--- config.mk ---
export PLATFORM = sky130hd
export DESIGN_NAME = mu_ram_1rw_port_arb
export DESIGN_NICKNAME = d
export VERILOG_FILES = /design/src/rtl/mu_ram_pkg.sv /design/src/rtl/mu_rsp_fifo2.sv /design/src/rtl/mu_ram_1rw_port_arb.sv
export SDC_FILE = /design/constraint.sdc
export NUM_CORES = 1
export LEC_CHECK = 0
export ABC_AREA = 1
export CORE_ASPECT_RATIO = 2
export CORE_MARGIN = 2
export CORE_UTILIZATION = 35
export CTS_CLUSTER_DIAMETER = 200
export DETAILED_ROUTE_END_ITERATION = 8
export PLACE_DENSITY = 0.76
export SKIP_LAST_GASP = 1
export SLEW_MARGIN = 30
export SYNTH_ARGS = -nofsm -noshare
export SYNTH_HDL_FRONTEND = slang
export SYNTH_SLANG_ARGS = --single-unit
--- constraint.sdc ---
create_clock -name clk -period 3.8 [get_ports clk]
set_input_delay 0.76 -clock clk [delete_from_list [all_inputs] [get_ports clk]]
set_output_delay 0.76 -clock clk [all_outputs]
set_load 0.05 [all_outputs]
--- src/rtl/mu_ram_pkg.sv ---
// Shared definitions for the mu_ram_1rw client-side blocks.
// Grant encodings and the per-cycle RAM operation type.
package mu_ram_pkg;

  localparam logic GRANT_WR = 1'b0;
  localparam logic GRANT_RD = 1'b1;

  typedef enum logic [1:0] {
    OP_IDLE  = 2'd0,
    OP_WRITE = 2'd1,
    OP_READ  = 2'd2
  } ram_op_e;

endpackage

--- src/rtl/mu_rsp_fifo2.sv ---
// Two-entry first-word-fall-through response FIFO.
// A push into an empty FIFO is visible on data_out in the same cycle.
module mu_rsp_fifo2 #(
  parameter int DW = 8
) (
  input  logic          clk,
  input  logic          rst,
  input  logic          push,
  input  logic [DW-1:0] data_in,
  input  logic          pop,
  output logic [DW-1:0] data_out,
  output logic          valid,
  output logic [1:0]    count
);

  logic [DW-1:0] mem [2];
  logic          rd_ptr;
  logic          wr_ptr;
  logic          empty;
  logic          do_pop;
  logic          bypass;

  assign empty  = (count == 2'd0);
  assign valid  = !empty || push;
  assign do_pop = pop && valid;
  // Push and pop of the same word while empty never touches storage.
  assign bypass = empty && push && do_pop;

  always_comb begin
    data_out = '0;
    if (!empty) begin
      data_out = mem[rd_ptr];
    end else if (push) begin
      data_out = data_in;
    end
  end

  always_ff @(posedge clk or posedge rst) begin
    if (rst) begin
      mem[0] <= '0;
      mem[1] <= '0;
      rd_ptr <= 1'b0;
      wr_ptr <= 1'b0;
      count  <= 2'd0;
    end else begin
      if (push && !bypass) begin
        mem[wr_ptr] <= data_in;
        wr_ptr      <= !wr_ptr;
      end
      if (do_pop && !empty) begin
        rd_ptr <= !rd_ptr;
      end
      count <= count + {1'b0, push} - {1'b0, do_pop};
    end
  end

endmodule

--- src/rtl/mu_ram_1rw_port_arb.sv ---
// Merges a write stream and a read-request stream onto one single-port RAM
// and returns read data in order on a back-pressured response stream.
module mu_ram_1rw_port_arb
  import mu_ram_pkg::*;
#(
  parameter int DW = 8,
  parameter int AW = 12
) (
  input  logic          clk,
  input  logic          rst,
  input  logic          wr_valid,
  output logic          wr_ready,
  input  logic [AW-1:0] wr_addr,
  input  logic [DW-1:0] wr_data,
  input  logic          rd_req_valid,
  output logic          rd_req_ready,
  input  logic [AW-1:0] rd_req_addr,
  output logic          rd_rsp_valid,
  input  logic          rd_rsp_ready,
  output logic [DW-1:0] rd_rsp_data,
  output logic [AW-1:0] ram_addr,
  output logic          ram_we,
  output logic [DW-1:0] ram_wr,
  input  logic [DW-1:0] ram_rd
);

  localparam int RSP_DEPTH = 2;

  logic       inflight;
  logic       last_grant;
  logic       rsp_pop;
  logic       credit;
  logic       rd_eligible;
  logic       grant_wr;
  logic       grant_rd;
  logic [1:0] rsp_count;
  logic [2:0] occupancy;
  ram_op_e    op;

  // A read may issue only if its response is guaranteed a buffer slot.
  assign rsp_pop     = rd_rsp_valid && rd_rsp_ready;
  assign occupancy   = {1'b0, rsp_count} + {2'b00, inflight} - {2'b00, rsp_pop};
  assign credit      = occupancy < 3'(RSP_DEPTH);
  assign rd_eligible = rd_req_valid && credit;

  always_comb begin
    op = OP_IDLE;
    if (!rst) begin
      if (wr_valid && (!rd_eligible || last_grant == GRANT_RD)) begin
        op = OP_WRITE;
      end else if (rd_eligible) begin
        op = OP_READ;
      end
    end
  end

  assign grant_wr     = (op == OP_WRITE);
  assign grant_rd     = (op == OP_READ);
  assign wr_ready     = grant_wr;
  assign rd_req_ready = grant_rd;

  // Idle cycles still present the read address; the data is ignored.
  assign ram_we   = grant_wr;
  assign ram_addr = grant_wr ? wr_addr : rd_req_addr;
  assign ram_wr   = wr_data;

  always_ff @(posedge clk or posedge rst) begin
    if (rst) begin
      inflight   <= 1'b0;
      last_grant <= GRANT_RD;
    end else begin
      inflight <= grant_rd;
      if (grant_wr) begin
        last_grant <= GRANT_WR;
      end else if (grant_rd) begin
        last_grant <= GRANT_RD;
      end
    end
  end

  mu_rsp_fifo2 #(
    .DW(DW)
  ) u_rsp_fifo (
    .clk     (clk),
    .rst     (rst),
    .push    (inflight),
    .data_in (ram_rd),
    .pop     (rsp_pop),
    .data_out(rd_rsp_data),
    .valid   (rd_rsp_valid),
    .count   (rsp_count)
  );

endmodule

### Yosys cells after proc, flatten, opt, wreduce, memory -nomap -nowiden

Cells that the tools add are included.

| word-level totals | value |
|---|---|
| flip-flop bits (word level) | 22 |
| latch bits | 0 |
| RAM bits | 0 |
| memory bits (read-only) | 0 |
| input port bits | 45 |
| output and inout bits | 32 |
| logic and storage cells | 51 |
| memories kept | 0 |

| operators by class | value |
|---|---|
| $add $sub $neg | 4 |
| $mul | 0 |
| div/mod/pow operators | 0 |
| magnitude comparators | 4 |
| equality and inequality tests | 2 |
| shifts and indexed selects | 0 |
| mux-type cells | 14 |
| bitwise operators | 2 |
| reduce and logical (&&, ||, !) cells | 18 |

Operators with widths:

| kind | count |
|---|---|
| $mux W8 | 6 |
| $bwmux W16 | 1 |
| $mux W12 | 1 |
| $logic_and A1 B1 Y1 | 9 |
| $demux W8 S1 | 1 |
| $mux W2 | 3 |
| $logic_not A1 Y1 | 5 |
| $ge A2 B2 Y1 const B | 2 |
| $not A1 Y2 | 2 |
| $add A2 B1 Y3 | 1 |
| $lt A3 B2 Y1 const B | 1 |
| $sub A3 B1 Y3 | 1 |
| $add A2 B1 Y2 | 1 |
| $eq A2 B1 Y1 const B | 1 |
| $eq A2 B2 Y1 const B | 1 |
| $logic_not A2 Y1 | 1 |
| $logic_or A1 B1 Y1 | 2 |
| $lt A2 B1 Y1 const B | 1 |
| $mux W1 | 2 |
| $reduce_bool A2 Y1 | 1 |
| $sub A2 B1 Y2 | 1 |

### Logic depth before layout (Yosys ltp)

Gate-level depths: netlist (run 1).

| logic depth | value |
|---|---|
| word-level depth | 15 |
| gate-level depth with buffers | 18 |
| mapped depth without buffers | 16 |

### Cells and area by module

Synthesis (run 1) repeated with hierarchy kept, for this count alone.

| unflattened totals | value |
|---|---|
| cells, all modules | 195 |
| area, all modules | 1580.3 sq um |

By module, submodules not included:

| module | instances | cells each | area each (sq um) | seq. area each (sq um) |
|---|---|---|---|---|
| mu_rsp_fifo2 | 1 | 140 | 1099.8 | 500.5 |
| mu_ram_1rw_port_arb | 1 | 55 | 480.5 | 51.3 |

### Worst setup path before layout (run 1)

Ideal clock, no wire load.

| timing | value |
|---|---|
| path type | register to output |
| from | reg u_rsp_fifo.count[1] |
| to | out ram_addr[10] |
| arrival | 3.568 ns |
| required time | 3.040 ns |
| setup slack | -0.528 ns |
| cell stages (with the launch flop) | 18 |
| path buffers | 3 |
| cells stage by stage | dfrtp_1 > nor2_2 > buf_6 > buf_4 > a21boi_0 > ha_1 > inv_1 > ha_1 > inv_1 > fa_1 > nand2_1 > inv_1 > nand4_1 > nand2_1 > nor2_1 > ha_1 > buf_2 > mux2_2 |

| between the ends | value |
|---|---|
| longest elaborated chain between the ends | 14 |
| elaborated cells between the ends (all ways) | 16 |
| classes of those cells | add/sub: 2; order compare: 1; eq/ne: 1; mux: 4; reduce/logical: 8 |

RTL lines:

| item | RTL line | text |
|---|---|---|
| from (decl) | mu_rsp_fifo2.sv:13 | `output logic [1:0] count` |
| from (signal assigned) | mu_rsp_fifo2.sv:53 | `count <= count + {1'b0, push} - {1'b0, do_pop};` |
| $logic_not A2 Y1 | mu_rsp_fifo2.sv:23 | `assign empty = (count == 2'd0);` |
| $logic_not A1 Y1 | mu_rsp_fifo2.sv:24 | `assign valid = !empty \|\| push;` |
| $logic_or A1 B1 Y1 | mu_rsp_fifo2.sv:24 |  |
| $logic_and A1 B1 Y1 | mu_ram_1rw_port_arb.sv:41 | `assign rsp_pop = rd_rsp_valid && rd_rsp_ready;` |
| $sub A3 B1 Y3 * | mu_ram_1rw_port_arb.sv:42 | `assign occupancy = {1'b0, rsp_count} + {2'b00, inflight} - {2'b00, rsp_pop};` |
| $lt A3 B2 Y1 * | mu_ram_1rw_port_arb.sv:43 | `assign credit = occupancy < 3'(RSP_DEPTH);` |
| $logic_and A1 B1 Y1 * | mu_ram_1rw_port_arb.sv:44 | `assign rd_eligible = rd_req_valid && credit;` |
| $logic_not A1 Y1 | mu_ram_1rw_port_arb.sv:49 | `if (wr_valid && (!rd_eligible \|\| last_grant == GRANT_RD)) begin` |
| $logic_or A1 B1 Y1 | mu_ram_1rw_port_arb.sv:49 |  |
| $logic_and A1 B1 Y1 | mu_ram_1rw_port_arb.sv:49 |  |
| $mux W2 * | mu_ram_1rw_port_arb.sv:49 |  |
| $mux W2 * | mu_ram_1rw_port_arb.sv:48 | `if (!rst) begin` |
| $eq A2 B1 Y1 * | mu_ram_1rw_port_arb.sv:57 | `assign grant_wr = (op == OP_WRITE);` |
| via ram_we | mu_ram_1rw_port_arb.sv:22 | `output logic ram_we,` |
| $mux W12 * | mu_ram_1rw_port_arb.sv:64 | `assign ram_addr = grant_wr ? wr_addr : rd_req_addr;` |
| to (decl) | mu_ram_1rw_port_arb.sv:21 | `output logic [AW-1:0] ram_addr,` |

Mark *: on every way through the listed nets, which the timed path passes. The rest lies on a longest branch.

### Final worst setup path (run 1)

| timing | value |
|---|---|
| from | in rd_rsp_ready |
| to | out ram_addr[8] |

| between the ends | value |
|---|---|
| longest elaborated chain between the ends | 11 |
| elaborated cells between the ends (all ways) | 12 |
| classes of those cells | add/sub: 1; order compare: 1; eq/ne: 1; mux: 4; reduce/logical: 5 |

RTL lines:

| item | RTL line | text |
|---|---|---|
| from (decl) | mu_ram_1rw_port_arb.sv:19 | `input logic rd_rsp_ready,` |
| $logic_and A1 B1 Y1 * | mu_ram_1rw_port_arb.sv:41 |  |
| $sub A3 B1 Y3 * | mu_ram_1rw_port_arb.sv:42 |  |
| $lt A3 B2 Y1 * | mu_ram_1rw_port_arb.sv:43 |  |
| $logic_and A1 B1 Y1 * | mu_ram_1rw_port_arb.sv:44 |  |
| $logic_not A1 Y1 | mu_ram_1rw_port_arb.sv:49 |  |
| $logic_or A1 B1 Y1 | mu_ram_1rw_port_arb.sv:49 |  |
| $logic_and A1 B1 Y1 | mu_ram_1rw_port_arb.sv:49 |  |
| $mux W2 * | mu_ram_1rw_port_arb.sv:49 |  |
| $mux W2 * | mu_ram_1rw_port_arb.sv:48 |  |
| $eq A2 B1 Y1 * | mu_ram_1rw_port_arb.sv:57 |  |
| $mux W12 * | mu_ram_1rw_port_arb.sv:64 |  |

Mark *: on every way between the ends. The rest lies on a longest branch, timed or not.

==> flow_summary.json, run 1 <==
{
  "status": "finished with violations",
  "violations": "negative setup slack",
  "row_count": 32,
  "cp_max_fo": 7,
  "drv_cap": 0,
  "wl_per_cell_um": 12.3,
  "relSlewSlack_pct": 66.7,
  "min_period_over_period_pct": 107,
  "period_needed_ps": 4050,
  "dr.pass1.iters": 4,
  "place_hpwl_um": 2850,
  "antenna_found_initial": 0,
  "remaining_drc_errors": 0,
  "drive_above_1_share_pct": 23.9,
  "vias": 1388,
  "cts.sinks": 22,
  "grt_overflow": 0,
  "yosysUniqueCellTypes": 22,
  "grt_pass1_wl_um": 5740,
  "r2r_cells": 15,
  "n_antenna_cell": 0,
  "htree_levels": 1,
  "rsz0062_at_grt": "yes",
  "place.gp.congestion": 0.777,
  "clkSlewWorstSetupHoldPaths_ps": 70,
  "register_area_sq_um": 552,
  "grt_usage_pct": 15.9,
  "vdd_ir_drop_max_mv": 0.353,
  "clk_latency_ps": 260,
  "syn_avg_cell_area_sq_um": 8.09,
  "nNetsFinal": 290,
  "p_per_area_mw_per_mm2": 736,
  "synth_edf_count": 0,
  "whs_ps": 475,
  "crit_chain": "buf_6, a21boi_2, ha_1, inv_2, ha_4, inv_2, fa_1, nand2_1, inv_1, nand2_1, nor2_2, o211ai_1, ha_4, buf_8, mux2_4, buf_8",
  "finalSetupViolCount": 14,
  "yosys_warnings": 0,
  "hold_viol": 0,
  "setup_ws_ps": -250,
  "syn_to_final_growth_pct": 60.1,
  "crit_type": "input port to output port",
  "synth_seq_cells": 22,
  "worstMarginPinSlew_ps": 498,
  "combPwrFrac_pct": 66.0,
  "ys_seq_area_share_pct": 38.8,
  "clock_power_share_pct": 8.5,
  "synth_fp_nets": 227,
  "skew_ps": 9.44,
  "syn-cell-area_sq_mm": 0.00142,
  "multiInputGateArea_sq_um": 790,
  "slowest_delay_ps": 490,
  "cp_slowest_cell": "fa_1",
  "cts_made_buffers": 3,
  "synthArstFlopShare_pct": 100,
  "port_buffers": 60,
  "cts_tree": "done",
  "fin_tns_setup_ps": -3160,
  "synthFlopType": "dfrtp_1",
  "worstPathArrival_ps": 3290,
  "worstSetupEndpointType": "output port",
  "fill_cells": 367,
  "cts.path.max_buffers": 2,
  "synth_cells": 176,
  "cts-root-buf": "clkbuf_8",
  "fin_area_sq_mm": 0.00228,
  "r2r_slack_ps": 1080,
  "cp.required_ps": 3040,
  "cts_hold_buf": 0,
  "dieArea_sq_mm": 0.00463,
  "p_seq_share_pct": 25.5,
  "p_int_mw": 0.848,
  "fmax_mhz": 247,
  "switching_share_pct": 49.5,
  "holdPathStages": 2,
  "grt_pass1_vias": 1285,
  "dieHeight_um": 94.2,
  "fp.coreArea_sq_mm": 0.00388,
  "place_area_sq_mm": 0.00211,
  "viasPerCell": 4.80,
  "antenna_left": 0,
  "slew_viol_final": 0,
  "drt-initial-drc-count": 22,
  "p_leak_nw": 1.10,
  "crit_path_start_kind": "input port",
  "totalWireLength_um": 3550,
  "initial_core_util_pct": 36.7,
  "die_w_um": 49.1,
  "ioPinCount": 77,
  "hp-class": "register to register",
  "grt_max_degree": 24,
  "switchingPower_mw": 0.830
}
## path summary, 6_finish.rpt
path / from / endpoint
min in group asynchronous: rst / u_rsp_fifo.rd_ptr
setup reg to reg: u_rsp_fifo.count[1] / last_grant
hold / removal: u_rsp_fifo.mem[5] / u_rsp_fifo.mem[5]
max in group asynchronous: rst / last_grant
hold reg to reg: u_rsp_fifo.mem[5] / u_rsp_fifo.mem[5]
setup / recovery: rd_rsp_ready / ram_addr[8]
## power groups by stage
stage	sequential, mW	combinational, mW	clock (mW)
final	0.428	1.11	0.142
after global routing	0.441	1.19	0.156
after CTS	0.428	1.10	0.147
after detailed placement	0.432	1.06	0
after global placement	0.428	1.05	0
after floorplan	0.402	0.796	0
## worst max-delay path: cells and delay by family
kind	cells	cell delay, ps
compound gates	2	330
fa+ha+maj	4	1150
buf+inv	6	550
mux	1	300
simple gates	3	210
## cell families after synthesis
group	Yosys count	synth area share (%)
and+or+nand+nor	93	27.1
buffers and inverters	28	10.8
DFF	22	38.8
AOI/OAI and AO/OA	14	7.47
muxes	12	9.49
adders and majority gates	6	5.80
xor gates and xnor gates	1	0.615
## per-stage QoR
| stage | util [%] | setup WS (ps) | power (mW) | instances |
|---|---|---|---|---|
| after floorplan | - | -61.8 | 1.20 | 176 |
| after global placement | 54.3 | -596 | 1.48 | 279 |
| after detailed placement | 54.3 | -668 | 1.50 | 279 |
| after CTS | 57.9 | -327 | 1.68 | 287 |
| after global routing | 58.7 | -377 | 1.79 | 289 |
| final | 58.7 | -250 | 1.68 | 289 |
## per-layer routing
layer / part of all wire, % / routed length [um] / GRT usage, % / up-vias
met5: 0 / 0 / 0 / -
met4: 2.2 / 78 / 8.10 / 0
met3: 3.6 / 128 / 1.43 / 6
met2: 60 / 2120 / 30.5 / 46
met1: 34 / 1220 / 16.5 / 658
li1: - / - / - / 678
## cells in the mapped netlist (3+ instances only)
cell type | number | area share (%)
buf_2 | 3 | 1.1
o21ai_0 | 3 | 1.1
nor2_2 | 3 | 1.3
nor2_1 | 19 | 5.0
buf_4 | 10 | 5.3
o31ai_1 | 8 | 4.2
ha_1 | 5 | 4.4
mux2_2 | 12 | 9.5
inv_1 | 13 | 3.4
nand3_1 | 9 | 3.2
dfrtp_1 | 21 | 37
nand2_1 | 59 | 16
## sequential cells by signal, indices dropped and copies added (netlist names)
name	count
last_grant	1
u_rsp_fifo.rd_ptr	1
inflight	1
u_rsp_fifo.mem	16
u_rsp_fifo.count	2
u_rsp_fifo.wr_ptr	1
## layout make-up
type | instances | share of cell area, %
Multi-Input combinational cell | 126 | 34.6
Timing Repair Buffer | 72 | 34.1
Inverter | 14 | 2.31
Sequential cell | 22 | 24.2
Clock buffer | 4 | 1.98
Tap cell | 51 | 2.80
## cells in the final DEF (no fill, tap or decap), types with 2 or more instances in the layout
| cell | netlist | routed |
|---|---|---|
| nand3_1 | 9 | 9 |
| o21ai_0 | 3 | 3 |
| nand2_4 | 2 | 2 |
| clkbuf_8 | 0 | 3 |
| nor2_2 | 3 | 5 |
| buf_12 | 0 | 5 |
| o31ai_1 | 8 | 8 |
| ha_4 | 0 | 2 |
| buf_8 | 0 | 3 |
| dfrtp_1 | 21 | 21 |
| buf_4 | 10 | 9 |
| inv_1 | 13 | 11 |
| nand2_1 | 59 | 59 |
| ha_1 | 5 | 3 |
| clkdlybuf4s50_1 | 0 | 44 |
| buf_6 | 1 | 11 |
| inv_2 | 0 | 2 |
| nor2_1 | 19 | 17 |
| mux2_2 | 12 | 2 |
| mux2_4 | 0 | 10 |
## repair_timing
item,CTS,global route
setup endpoints to repair,15,15
gates cloned,0,0
resized for setup,23,4
buffers inserted,4,2
pin swaps,6,5
Power figures use the tool's default switching activity.
==> run 2: changes to the inputs <==
- HOLD_SLACK_MARGIN: unset -> 0.05
==> results of run 2 <==
The final DEF is identical to that of run 1; final timing and power are the same.
==> variant 1 (settings of run 2) <==
`DW` is set to 8 in 2 places; all go to 6.
--- a/src/rtl/mu_rsp_fifo2.sv
+++ b/src/rtl/mu_rsp_fifo2.sv
@@ -2,5 +2,5 @@
 // A push into an empty FIFO is visible on data_out in the same cycle.
 module mu_rsp_fifo2 #(
-  parameter int DW = 8
+  parameter int DW = 6
 ) (
   input  logic          clk,
--- a/src/rtl/mu_ram_1rw_port_arb.sv
+++ b/src/rtl/mu_ram_1rw_port_arb.sv
@@ -4,5 +4,5 @@
   import mu_ram_pkg::*;
 #(
-  parameter int DW = 8,
+  parameter int DW = 6,
   parameter int AW = 12
 ) (
Ports: changed (resized ram_rd, ram_wr, rd_rsp_data and wr_data); port bits go from 77 to 69. The function was not compared with the original's and may differ.
==> variant 1 against run 2 <==
The run still ends with setup timing left. Synthesized area down 12%. Total power shrank 11%. Wire length is 1.6% lower. Sequential cell count shrank 4. Final area fell by 7.7%. Global-route usage grew 1.9 points. Worst setup slack improved by 12 ps. Die area fell by 12%. Critical endpoint is now ram_addr[3]. Largest power group unchanged.
==> variant 1: results (changes against run 2) <==
status=finished, violations left; violated checks=setup timing; length of routed wiring on met1=1303 um (+6.6%); final setup vio count=14 (unchanged); Total GRT Usage=17.78% (+1.9 points); largest net degree at the start of global routing=20 (-17%); drt via density=4.704 (-2.1%); total negative slack=-3003 ps (+152.5 ps); layout cells sized above 1=30.66% (+6.7 points); fillcell total=285 (-22%); Psw=739.5 uW (-11%); Final Skew=5.659 ps (-3.780 ps); dpl hpwl=2616 um (-8.4%); Net Count, Synth=195 (-14%); FF-to-FF path depth=16 (+1); Hold WS=474.1 ps (-0.9610 ps); Placed Cells=248 (-11%); global-route wire length before repair=5292 um (-7.8%); hold wc startpoint=u_rsp_fifo.mem[6]; DR WL met3=105 um (-18%); cell area after placement=1912 sq um (-9.4%); combinational power=996 uW (-10%); routed wire length=3487 um (-1.6%); Post-synth top cells=nand2_1 (45), dfrtp_1 (17), nor2_1 (15), inv_1 (14), mux2_2 (12); number of port buffers=56 (-6.7%); post-CTS sizing=24 (+4.3%); CP arrival=3280 ps (about the same); Syn Area/Cell=8.420 sq um (+4.1%); peak supply drop=0.5407 mV (+53%); Worst Slack Setup Final=-238.1 ps (+11.92 ps); Initial DRC Count=15 (-32%)
-- variant 1: cell families after synthesis --
group                    share of synthesized area, %
XOR/XNOR                                       0.7029
multiplexers                                    10.84
AND/OR/NAND/NOR                                 26.91
adder cells (fa/ha/maj)                         6.627
AO/OA/AOI/OAI                                   8.133
buffers and inverters                           10.54
flip-flops                                      36.25
-- variant 1: per-layer routing --
metal,vias up,GRT usage (%)
li1,591,-
met1,589,18.76
met2,35,32.83
met3,8,2.449
met4,0,7.532
met5,-,0
-- variant 1: area by class of cell --
cell class,instances,area (sq um),area share [%]
clock buffer,4,45.04,2.140
tap,48,60.06,2.854
multi-input combinational,106,726.9,34.54
sequential,18,452.9,21.52
inverter,14,52.55,2.497
timing repair buffer,70,767.0,36.44
-- variant 1: worst max-delay path, stage by stage --
cell      delay [ps]
buf_6             90
a21boi_2         140
ha_1             260
inv_1             60
ha_2             160
inv_2             30
fa_1             500
nand2_1           70
inv_2             60
nand2_2           40
nor2_2           100
o211ai_1         160
ha_4             220
buf_8            130
mux2_4           300
buf_8            150
-- variant 1: worst max-delay path by stage --
stage                   end         start  cells after the start
3_5_place_dp   ram_addr[10]  rd_rsp_ready                     15
2_1_floorplan  ram_addr[10]  rd_rsp_ready                     14
4_1_cts         ram_addr[1]  rd_rsp_ready                     16
3_3_place_gp   ram_addr[11]  rd_rsp_ready                     15
5_1_grt         ram_addr[3]  rd_rsp_ready                     16
6_report        ram_addr[3]  rd_rsp_ready                     16
-- variant 1: metrics by stage --
step                      power (mW)  util, %
final                          1.494    61.61
after global routing           1.589    61.61
after CTS                      1.480    60.37
after detailed placement       1.303    55.97
after global placement         1.280    55.97
after floorplan                1.024        -
==> variant 2 (settings of run 2) <==
Made on the original files. Reset style: synchronous (`rst`), changed in 2 clocked blocks.
--- a/src/rtl/mu_rsp_fifo2.sv
+++ b/src/rtl/mu_rsp_fifo2.sv
@@ -36,5 +36,5 @@
   end
 
-  always_ff @(posedge clk or posedge rst) begin
+  always_ff @(posedge clk) begin
     if (rst) begin
       mem[0] <= '0;
--- a/src/rtl/mu_ram_1rw_port_arb.sv
+++ b/src/rtl/mu_ram_1rw_port_arb.sv
@@ -65,5 +65,5 @@
   assign ram_wr   = wr_data;
 
-  always_ff @(posedge clk or posedge rst) begin
+  always_ff @(posedge clk) begin
     if (rst) begin
       inflight   <= 1'b0;
Formal check against the unedited RTL: differs if rst is asserted again (counterexample within 4 cycles, from zero or initial values and one cycle with rst high); with rst held inactive, the same outputs for 10 cycles.
==> variant 2 against run 2 <==
The run still ends with setup timing left. Worst setup slack gained 79 ps. Hold slack improved by 9.5 ps. Sequential cell count is 1 higher. Die area decreased by 3.3%. Final area decreased by 1.6%. Wire length rose by 0.62%. Critical endpoint is now ram_addr[7]. Synthesized area down 3.5%. Largest cell class is now buffers. Total power fell by 23%. Via count decreased by 6.4%.
==> variant 2: results (changes against run 2) <==
Lkg Pwr=0.9624 nW (-12%); fillcell total=311 (-15%); vias in the first global route=1339 (+4.2%); hold wc startpoint=last_grant; Post-synth top cells=nor2_1 (30), inv_1 (23), edfxtp_1 (16), mux2_2 (12), o21ai_0 (11); Adder-Cell Fraction of Synth Area=6.011% (+0.21 points); Final Skew=3.136 ps (-6.303 ps); max_slew headroom=66.22% (-0.45 points); global-route wire length before repair=5651 um (-1.6%); Register Area=621.8 sq um (+13%); Initial DRC Count=36 (+64%); Worst Slack Setup Final=-170.9 ps (+79.08 ps); fin crit period=3971 ps (-79.08 ps); layout cells sized above 1=27.78% (+3.8 points); largest net degree at the start of global routing=14 (-42%); final setup vio count=14 (unchanged); sequential area share after synthesis=45.17% (+6.4 points); drt via density=4.865 (+1.3%); Critical R2R Launch=u_rsp_fifo.count[0]; Mapped Cells=150 (-15%); status=finished, violations left; total negative slack=-1900 ps (+1256 ps); routed wire length=3567 um (+0.62%); peak supply drop=0.2998 mV (-15%); XOR/XNOR Fraction of Synth Area=0% (-0.62 points); Crit Path Max Fanout=6 (-1); synth unique cells=23 (+4.5%); Placed Cells=255 (-8.6%); violated checks=setup timing; Net Count, Synth=201 (-11%)
[variant 2: cell types whose count changed in the layout (fill, tap and decap cells not counted), sizes merged, moves of 9 or more]
cell,before,now
inv,13,23
nor2,22,31
nand2,61,11
o21ai,3,12
edfxtp,0,16
dfrtp,21,0
[variant 2: layout make-up]
class	count	share of cell area [%]
Timing Repair Buffer	73	34.02
Multi-Input combinational cell	92	29.22
Inverter	24	4.127
Clock inverter	1	0.2231
Sequential cell	23	27.72
Tap cell	51	2.844
Clock buffer	3	1.840
[variant 2: timing repair]
action / in CTS / in global routing
buffers inserted: 11 / 3
pin swaps: 7 / 7
endpoints found under the setup margin: 15 / 15
gates resized for setup: 23 / 4
[variant 2: logic make-up after synthesis]
| kind of cell | after synthesis |
|---|---|
| buffers and inverters | 35 |
| DFF | 23 |
| and+or+nand+nor | 48 |
| muxes | 12 |
| adders and majority gates | 6 |
| AOI/OAI and AO/OA | 26 |
[variant 2: worst min-delay path: cells and delay by family, from the launching register on]
kind,cells,cell delay [ps]
AO/OA/AOI/OAI,2,120
flip-flops,1,340
[variant 2: layer usage]
metal  track usage, %  routed length [um]  vias up
met1            12.94                1102      607
met5                0                   0        -
met4            10.00                 159        0
met3            1.774                 168       13
met2            34.49                2138       56
li1                 -                   -      623
[variant 2: power by group]
group / switching (mW) / internal [mW]
registers: 0.0278 / 0.300
clock network: 0.0754 / 0.0732
logic: 0.496 / 0.326
[variant 2: worst paths after layout]
path	end	slack (ps)	cells past startpoint
setup / recovery	ram_addr[7]	-170	17
hold / removal	last_grant	480	2
setup reg to reg	last_grant	1040	17
hold reg to reg	last_grant	480	2
